`config.mk`:
```
export PLATFORM = sky130hd
export DESIGN_NAME = regfile_mp_flat
export DESIGN_NICKNAME = d
export VERILOG_FILES = /design/src/rtl/regfile_mp_pkg.sv /design/src/rtl/regfile_mp_if.sv /design/src/rtl/regfile_mp_rdport.sv /design/src/rtl/regfile_mp.sv /design/src/flat_wrapper.sv
export SDC_FILE = /design/constraint.sdc
export NUM_CORES = 2
export LEC_CHECK = 0
export CORE_ASPECT_RATIO = 0.5
export CORE_MARGIN = 2
export CORE_UTILIZATION = 40
export DETAILED_ROUTE_END_ITERATION = 10
export PLACE_DENSITY = 0.53
export SLEW_MARGIN = 20
export SYNTH_ARGS = -nofsm -noshare
export SYNTH_HDL_FRONTEND = slang
export SYNTH_SLANG_ARGS = --single-unit
```
`constraint.sdc`:
```
create_clock -name i_clk -period 2.7 [get_ports i_clk]
set_input_delay 0.27 -clock i_clk [delete_from_list [all_inputs] [get_ports i_clk]]
set_output_delay 0.27 -clock i_clk [all_outputs]
set_load 0.02 [all_outputs]
```
`src/rtl/regfile_mp_pkg.sv`:
```
// Shared constants, address-legality rule and lane-slice helper for regfile_mp.
// Optional write-to-read bypass is enabled by defining REGFILE_MP_BYPASS_EN.
`ifndef RF_LANE
`define RF_LANE(bus, k, w) bus[(k)*(w) +: (w)]
`endif

package regfile_pkg;

  localparam int RF_WIDTH = 32;
  localparam int RF_DEPTH = 32;

  // Legal means backed by a real entry that is not the hardwired zero register.
  function automatic logic addr_legal(input int unsigned addr,
                                      input int unsigned depth,
                                      input bit          zero_reg);
    return (addr < depth) && !(zero_reg && (addr == 0));
  endfunction

endpackage

```
`src/rtl/regfile_mp_if.sv`:
```
// Decode/writeback bus of regfile_mp: flattened write and read lanes.
// valid/ready: reads have no backpressure; rvalid[j] is high for exactly the cycle after re[j].
interface regfile_mp_if #(
  parameter int WIDTH  = 32,
  parameter int DEPTH  = 32,
  parameter int NREAD  = 2,
  parameter int NWRITE = 1
);
  localparam int AW = $clog2(DEPTH);

  logic [NWRITE-1:0]       we;
  logic [NWRITE*AW-1:0]    waddr;
  logic [NWRITE*WIDTH-1:0] wdata;
  logic [NREAD-1:0]        re;
  logic [NREAD*AW-1:0]     raddr;
  logic [NREAD*WIDTH-1:0]  rdata;
  logic [NREAD-1:0]        rvalid;

  modport master (output we, waddr, wdata, re, raddr, input rdata, rvalid);
  modport slave  (input we, waddr, wdata, re, raddr, output rdata, rvalid);
endinterface

```
`src/rtl/regfile_mp_rdport.sv`:
```
// One registered read lane: array mux, illegal-address zeroing and output registers.
// With REGFILE_MP_BYPASS_EN defined, a same-cycle legal write to the read address is forwarded.
import regfile_pkg::*;

module regfile_mp_rdport #(
  parameter int WIDTH    = 32,
  parameter int DEPTH    = 32,
`ifdef REGFILE_MP_BYPASS_EN
  parameter int NWRITE   = 1,
`endif
  parameter int ZERO_REG = 1,
  parameter int AW       = $clog2(DEPTH)
) (
  input  logic                    i_clk,
  input  logic                    i_rst,
  input  logic [DEPTH*WIDTH-1:0]  mem_flat,
`ifdef REGFILE_MP_BYPASS_EN
  input  logic [NWRITE-1:0]       we,
  input  logic [NWRITE*AW-1:0]    waddr,
  input  logic [NWRITE*WIDTH-1:0] wdata,
`endif
  input  logic                    re,
  input  logic [AW-1:0]           raddr,
  output logic [WIDTH-1:0]        rdata,
  output logic                    rvalid
);

  logic [WIDTH-1:0] rd_next;

  always_comb begin
    rd_next = '0;
    if (addr_legal(int'(raddr), DEPTH, ZERO_REG != 0))
      rd_next = `RF_LANE(mem_flat, int'(raddr), WIDTH);
`ifdef REGFILE_MP_BYPASS_EN
    // Ascending loop: port 1 overrides port 0, matching write priority.
    for (int k = 0; k < NWRITE; k++) begin
      if (we[k] && (`RF_LANE(waddr, k, AW) == raddr) &&
          addr_legal(int'(`RF_LANE(waddr, k, AW)), DEPTH, ZERO_REG != 0))
        rd_next = `RF_LANE(wdata, k, WIDTH);
    end
`endif
  end

  always_ff @(posedge i_clk) begin
    if (i_rst) begin
      rdata  <= '0;
      rvalid <= 1'b0;
    end else begin
      rvalid <= re;
      if (re) rdata <= rd_next;
    end
  end

endmodule

```
`src/rtl/regfile_mp.sv`:
```
// Parametrised multi-port register file: array, write-port priority, reset, NREAD read lanes.
// Define REGFILE_MP_BYPASS_EN to forward same-cycle writes to coinciding reads.
import regfile_pkg::*;

module regfile_mp #(
  parameter int WIDTH    = RF_WIDTH,
  parameter int DEPTH    = RF_DEPTH,
  parameter int NREAD    = 2,
  parameter int NWRITE   = 1,
  parameter int ZERO_REG = 1
) (
  input  logic       i_clk,
  input  logic       i_rst,
  regfile_mp_if.slave bus
);

  localparam int AW = $clog2(DEPTH);

  logic [WIDTH-1:0]       mem [DEPTH];
  logic [DEPTH*WIDTH-1:0] mem_flat;
  logic [NREAD*WIDTH-1:0] rdata_flat;
  logic [NREAD-1:0]       rvalid_flat;

  // Later ports are applied last, so port 1 wins a same-address collision.
  always_ff @(posedge i_clk) begin
    if (i_rst) begin
      for (int i = 0; i < DEPTH; i++) mem[i] <= '0;
    end else begin
      for (int k = 0; k < NWRITE; k++) begin
        if (bus.we[k] && addr_legal(int'(`RF_LANE(bus.waddr, k, AW)), DEPTH, ZERO_REG != 0))
          mem[`RF_LANE(bus.waddr, k, AW)] <= `RF_LANE(bus.wdata, k, WIDTH);
      end
    end
  end

  always_comb begin
    mem_flat = '0;
    for (int i = 0; i < DEPTH; i++) `RF_LANE(mem_flat, i, WIDTH) = mem[i];
  end

  for (genvar j = 0; j < NREAD; j++) begin : g_rd
    regfile_mp_rdport #(
      .WIDTH    (WIDTH),
      .DEPTH    (DEPTH),
`ifdef REGFILE_MP_BYPASS_EN
      .NWRITE   (NWRITE),
`endif
      .ZERO_REG (ZERO_REG),
      .AW       (AW)
    ) u_rdport (
      .i_clk    (i_clk),
      .i_rst    (i_rst),
      .mem_flat (mem_flat),
`ifdef REGFILE_MP_BYPASS_EN
      .we       (bus.we),
      .waddr    (bus.waddr),
      .wdata    (bus.wdata),
`endif
      .re       (bus.re[j]),
      .raddr    (bus.raddr[j*AW +: AW]),
      .rdata    (rdata_flat[j*WIDTH +: WIDTH]),
      .rvalid   (rvalid_flat[j])
    );
  end

  assign bus.rdata  = rdata_flat;
  assign bus.rvalid = rvalid_flat;

endmodule

```
`src/flat_wrapper.sv`:
```
// flat-port wrapper written by rule: the top's interface ports become plain ports
module regfile_mp_flat 
#(
  parameter int WIDTH    = RF_WIDTH,
  parameter int DEPTH    = RF_DEPTH,
  parameter int NREAD    = 2,
  parameter int NWRITE   = 1,
  parameter int ZERO_REG = 1
)
  (i_clk, i_rst, bus_we, bus_waddr, bus_wdata, bus_re, bus_raddr, bus_rdata, bus_rvalid);
  regfile_mp_if #(.WIDTH(WIDTH), .DEPTH(DEPTH), .NREAD(NREAD), .NWRITE(NWRITE)) bus_i ();
  input  logic i_clk;
  input  logic i_rst;
  input wire logic [$bits(bus_i.we)-1:0] bus_we;
  input wire logic [$bits(bus_i.waddr)-1:0] bus_waddr;
  input wire logic [$bits(bus_i.wdata)-1:0] bus_wdata;
  input wire logic [$bits(bus_i.re)-1:0] bus_re;
  input wire logic [$bits(bus_i.raddr)-1:0] bus_raddr;
  output wire logic [$bits(bus_i.rdata)-1:0] bus_rdata;
  output wire logic [$bits(bus_i.rvalid)-1:0] bus_rvalid;
  assign bus_i.we = bus_we;
  assign bus_i.waddr = bus_waddr;
  assign bus_i.wdata = bus_wdata;
  assign bus_i.re = bus_re;
  assign bus_i.raddr = bus_raddr;
  assign bus_rdata = bus_i.rdata;
  assign bus_rvalid = bus_i.rvalid;
  regfile_mp #(.WIDTH(WIDTH), .DEPTH(DEPTH), .NREAD(NREAD), .NWRITE(NWRITE), .ZERO_REG(ZERO_REG)) u_core (.i_clk(i_clk), .i_rst(i_rst), .bus(bus_i));
endmodule
```
# After elaboration in Yosys (flattened, before gate mapping)
# Memory sizes are Yosys's and may differ from the RTL's.
# Cells that the tools add are included.
# op_classes
shifts	2
n_mux	10
reduce_logical	6
# op_table
operator	n
$shiftx 1024x11->32	2
$mux 32	3
$reduce_or 32->1	1
$logic_not 5->1	3
$mux 1	6
$mux 5	1
$logic_and 1x1->1	1
$logic_not 1->1	1
# word_totals
regBits	66
ramBits	1024
in_bits	52
output_inout_bits	66
n_memories	1
# memory_table
memory	depth	width	rd	rd_ports_with_merged_regs	wr	line_no	text
u_core.mem	32	32	32	0	32	regfile_mp.sv:19	logic [WIDTH-1:0] mem [DEPTH];

# Logic depth before layout (Yosys ltp)
# logic_depth
depth_word	8
ltp_mapped	9

# Hierarchy
# Synthesis repeated with hierarchy kept, for this count alone.
# unflattened
hier_cells	4012
area_unflattened_um2	57024.7
# modules_own_cells
mod	instances	cells_each	area_per_inst_um2
regfile_mp	1	2426	38244.2
regfile_mp_rdport	2	793	9390.3

# Worst setup path before layout
# No wires, ideal clock.
# synth_path
path_kind	in2reg
startpoint	in i_rst
endpoint	mem u_core.mem[20][0], enable pin
setup_ns	0.375
t_arrival_ns	1.912
slack_ns	0.414
path_stages	5
path_cell_list	clkbuf_1 -> or4b_2 -> clkbuf_1 -> nor2_1 -> or2_2
# synth_rtl
item	line_no	text
start, declared	flat_wrapper.sv:13	input logic i_rst;
end, declared	regfile_mp.sv:19	

==> results.sh <==
export IMPL_postSynthAreaPerCell_um2=14.2
export IMPL_slew_violations=0
export IMPL_cts_root_buf="clkbuf_16"
export IMPL_nFillCells=12300
export IMPL_drc_errors=0
export IMPL_grt_antenna_before_repair=5
export IMPL_drive_above_1_share_pct=23.4
export IMPL_final_util_pct=46.8
export IMPL_coreArea_um2=143000
export IMPL_clock_fmax_mhz=381
export IMPL_cp_startpoint="u_core.mem[28][11]"
export IMPL_synth_common_cells="1,032 x and2_1, 1,024 x edfxtp_1, 366 x mux2i_1"
export IMPL_areaGrowthSynthToFinish_pct=16.4
export IMPL_worstPathMaxFanout=2
export IMPL_drtIter0Drc=3796
export IMPL_rr_startpoint="u_core.mem[28][11]"
export IMPL_post_dp_cell_area_um2=63400
export IMPL_finalNetCount=4284
export IMPL_cts_tree="done"
export IMPL_synth_top_area_cell="edfxtp_1"
export IMPL_pin_count=118
export IMPL_synth_seq_area_share_pct=55.9
export IMPL_overflow=0
export IMPL_cts_buffer_depth=3
export IMPL_first_pass_iters=5
export IMPL_slew_headroom_pct=21.1
export IMPL_cp_slowest_stage_delay_ns=1.02
export IMPL_worst_setup_path_type="register to register"
export IMPL_vias_per_cell=5.96
export IMPL_grt_pass1_vias=37500
export IMPL_yosysMostFrequentCell="and2_1"
export IMPL_port_buffers=117
export IMPL_placedCellCount=6021
export IMPL_post_drt_wl_per_cell_um=31.6
export IMPL_die_x_um=540
export IMPL_die_area_um2=147000
export IMPL_cts_made_buffers=108
export IMPL_leakage_nw=23.7
export IMPL_cp_end_kind="register"
export IMPL_finClkSkew_ns=0.0201
export IMPL_syn_inst=4054
export IMPL_yosys_warnings=0
export IMPL_whs_ns=0.106
export IMPL_hold_viol_final=0
export IMPL_grt_first_pass_wirelength_um=280000
export IMPL_finalPower_mw=40.2
export IMPL_path_cells="mux4_2, mux2_2, a2111oi_0, buf_4, nor4b_1"
export IMPL_cts_resized=0
export IMPL_setup_viol=0
export IMPL_htree_levels=3
export IMPL_fin_area_um2=66800
export IMPL_finalCritPeriodShare_pct=97.3
export IMPL_instances_no_fill=6232
export IMPL_status="complete, no violations"
export IMPL_synth_flop_cell="edfxtp_1"
export IMPL_synth_seq_cells=1090
export IMPL_cts_clk_slew_worst_paths_ns=0.07
export IMPL_rsz0062_at_grt="false"
export IMPL_slowest_stage="a2111oi_0"
export IMPL_wirelength_um=197000
export IMPL_cap_violations=0
export IMPL_ant_nets=0
export IMPL_worst_slew_pin_slew_ns=1.15
export IMPL_ys_top_cells_by_area="edfxtp_1 54%, mux4_2 14%, and2_1 11%"
export IMPL_ff_latch_area_um2=32100
export IMPL_place_gp_congestion=0.888
export IMPL_post_cts_buffers=0
export IMPL_yosysTopAreaCellShare_pct=53.6
export IMPL_grt_max_degree=65
export IMPL_synth_edf_count=1024
export IMPL_synth_cell_types=40
export IMPL_multi_input_area_um2=23900
export IMPL_cts_sinks=1090
export IMPL_power_density_nw_per_um2=602
export IMPL_worstPathRequired_ns=3.30
export IMPL_clk_latency_ns=0.73
export IMPL_synth_async_sr_flop_share_pct=0
export IMPL_fp_dieH_um=272
export IMPL_fp_row_count=98
export IMPL_start_util_pct=40.2
export IMPL_min_delay_start="bus_re[0]"
export IMPL_netlist_area_um2=57400
export IMPL_vias=37200
export IMPL_worst_setup_path_start_kind="register"
export IMPL_critical_path_arrival_ns=3.22
export IMPL_hp_class="input pin to register"
export IMPL_period_minus_slack_ns=2.63
export IMPL_grtUsageTotal_pct=26.6
export IMPL_vdd_ir_drop_max_mv=0.554
export IMPL_hpwlAfterDp_um=132000
[per-layer routing]
layer,vias up,routed length (um),part of all wire (%),GRT usage (%)
li1,15800,-,-,-
met1,19600,86200,44,37.8
met2,1463,92600,47,42.8
met3,292,11600,5.9,3.18
met4,0,6350,3.2,8.22
met5,-,0,0,0
[registers in the layout, summed over array words and instances (netlist names)]
signal                       cells
u_core.g_rd.u_rdport.rdata      64
u_core.mem                    1024
u_core.g_rd.u_rdport.rvalid      2
[cells in the final DEF (no fill, tap or decap), types with 21 or more instances in the layout]
master	netlist	final
nand2_1	35	34
mux4_2	352	352
clkdlybuf4s50_1	0	106
a2111oi_0	64	58
mux2i_1	366	366
a211oi_1	50	50
dfxtp_1	66	66
o22ai_1	32	32
clkbuf_1	325	25
a32o_1	21	21
and2_1	1032	1030
a21oi_1	67	67
clkinv_1	0	24
nand2b_1	33	32
o311ai_0	32	32
conb_1	1	32
edfxtp_1	1024	1024
buf_4	9	254
clkbuf_16	0	110
or2_2	64	64
nor4b_1	32	32
a22oi_1	128	128
nor2b_1	89	84
clkinv_2	0	30
buf_12	0	97
mux2_2	32	32
[cell type report]
type / count / share of cell area (%)
inverters: 1 / 0.00562
clock buffers: 137 / 4.30
well taps: 1900 / 3.56
diodes: 6 / 0.0225
flip-flops and latches: 1090 / 48.0
multi-input cells: 2565 / 35.8
clock inverters: 67 / 0.763
repair buffers: 466 / 7.50
[power breakdown]
group	leakage (nW)	internal, mW	switching (mW)
combinational	11.7	2.28	2.82
sequential	10.3	19.4	0.651
clock	1.68	8.19	6.84
[final timing paths]
path / slack [ns] / cells past startpoint / to
worst max-delay path: 0.07 / 5 / u_core.g_rd[0].u_rdport.rdata[11]
worst min-delay path: 0.11 / 3 / u_core.g_rd[0].u_rdport.rvalid
worst max register to register: 0.07 / 5 / u_core.g_rd[0].u_rdport.rdata[11]
worst min register to register: 0.65 / 3 / u_core.g_rd[1].u_rdport.rdata[26]
[kinds of logic (layout without fill, tap and decap cells)]
logic type	Yosys count	in the layout	synth area share [%]
simple gates	1359	1359	14.7
compound gates	424	424	5.50
flops	1090	1090	55.9
other cells	1	38	0.00653
mux	750	750	20.8
buf+inv	430	671	3.08
[stage by stage]
stage | TNS [ns] | worst slack, ns
after global routing | 0 | 0.0851
after global placement | -3.38 | -0.530
after CTS | 0 | 0.0573
after floorplan | 0 | 0.414
after detailed placement | -2.25 | -0.350
final | 0 | 0.0730
[critical path: cells and delay by family (launching register included)]
kind | cells | cell delay [ns]
AND/OR/NAND/NOR | 1 | 0.04
flip-flops | 1 | 0.42
multiplexers | 2 | 0.77
AO/OA/AOI/OAI | 1 | 1.02
buffers and inverters | 1 | 0.24
[timing repair]
| item | CTS | global route |
|---|---|---|
| setup endpoints to repair | 0 | 0 |
| hold endpoints to repair | 1 | 0 |
| hold buffers | 1 | 0 |
No activity file was read; power rests on OpenSTA's default activity.
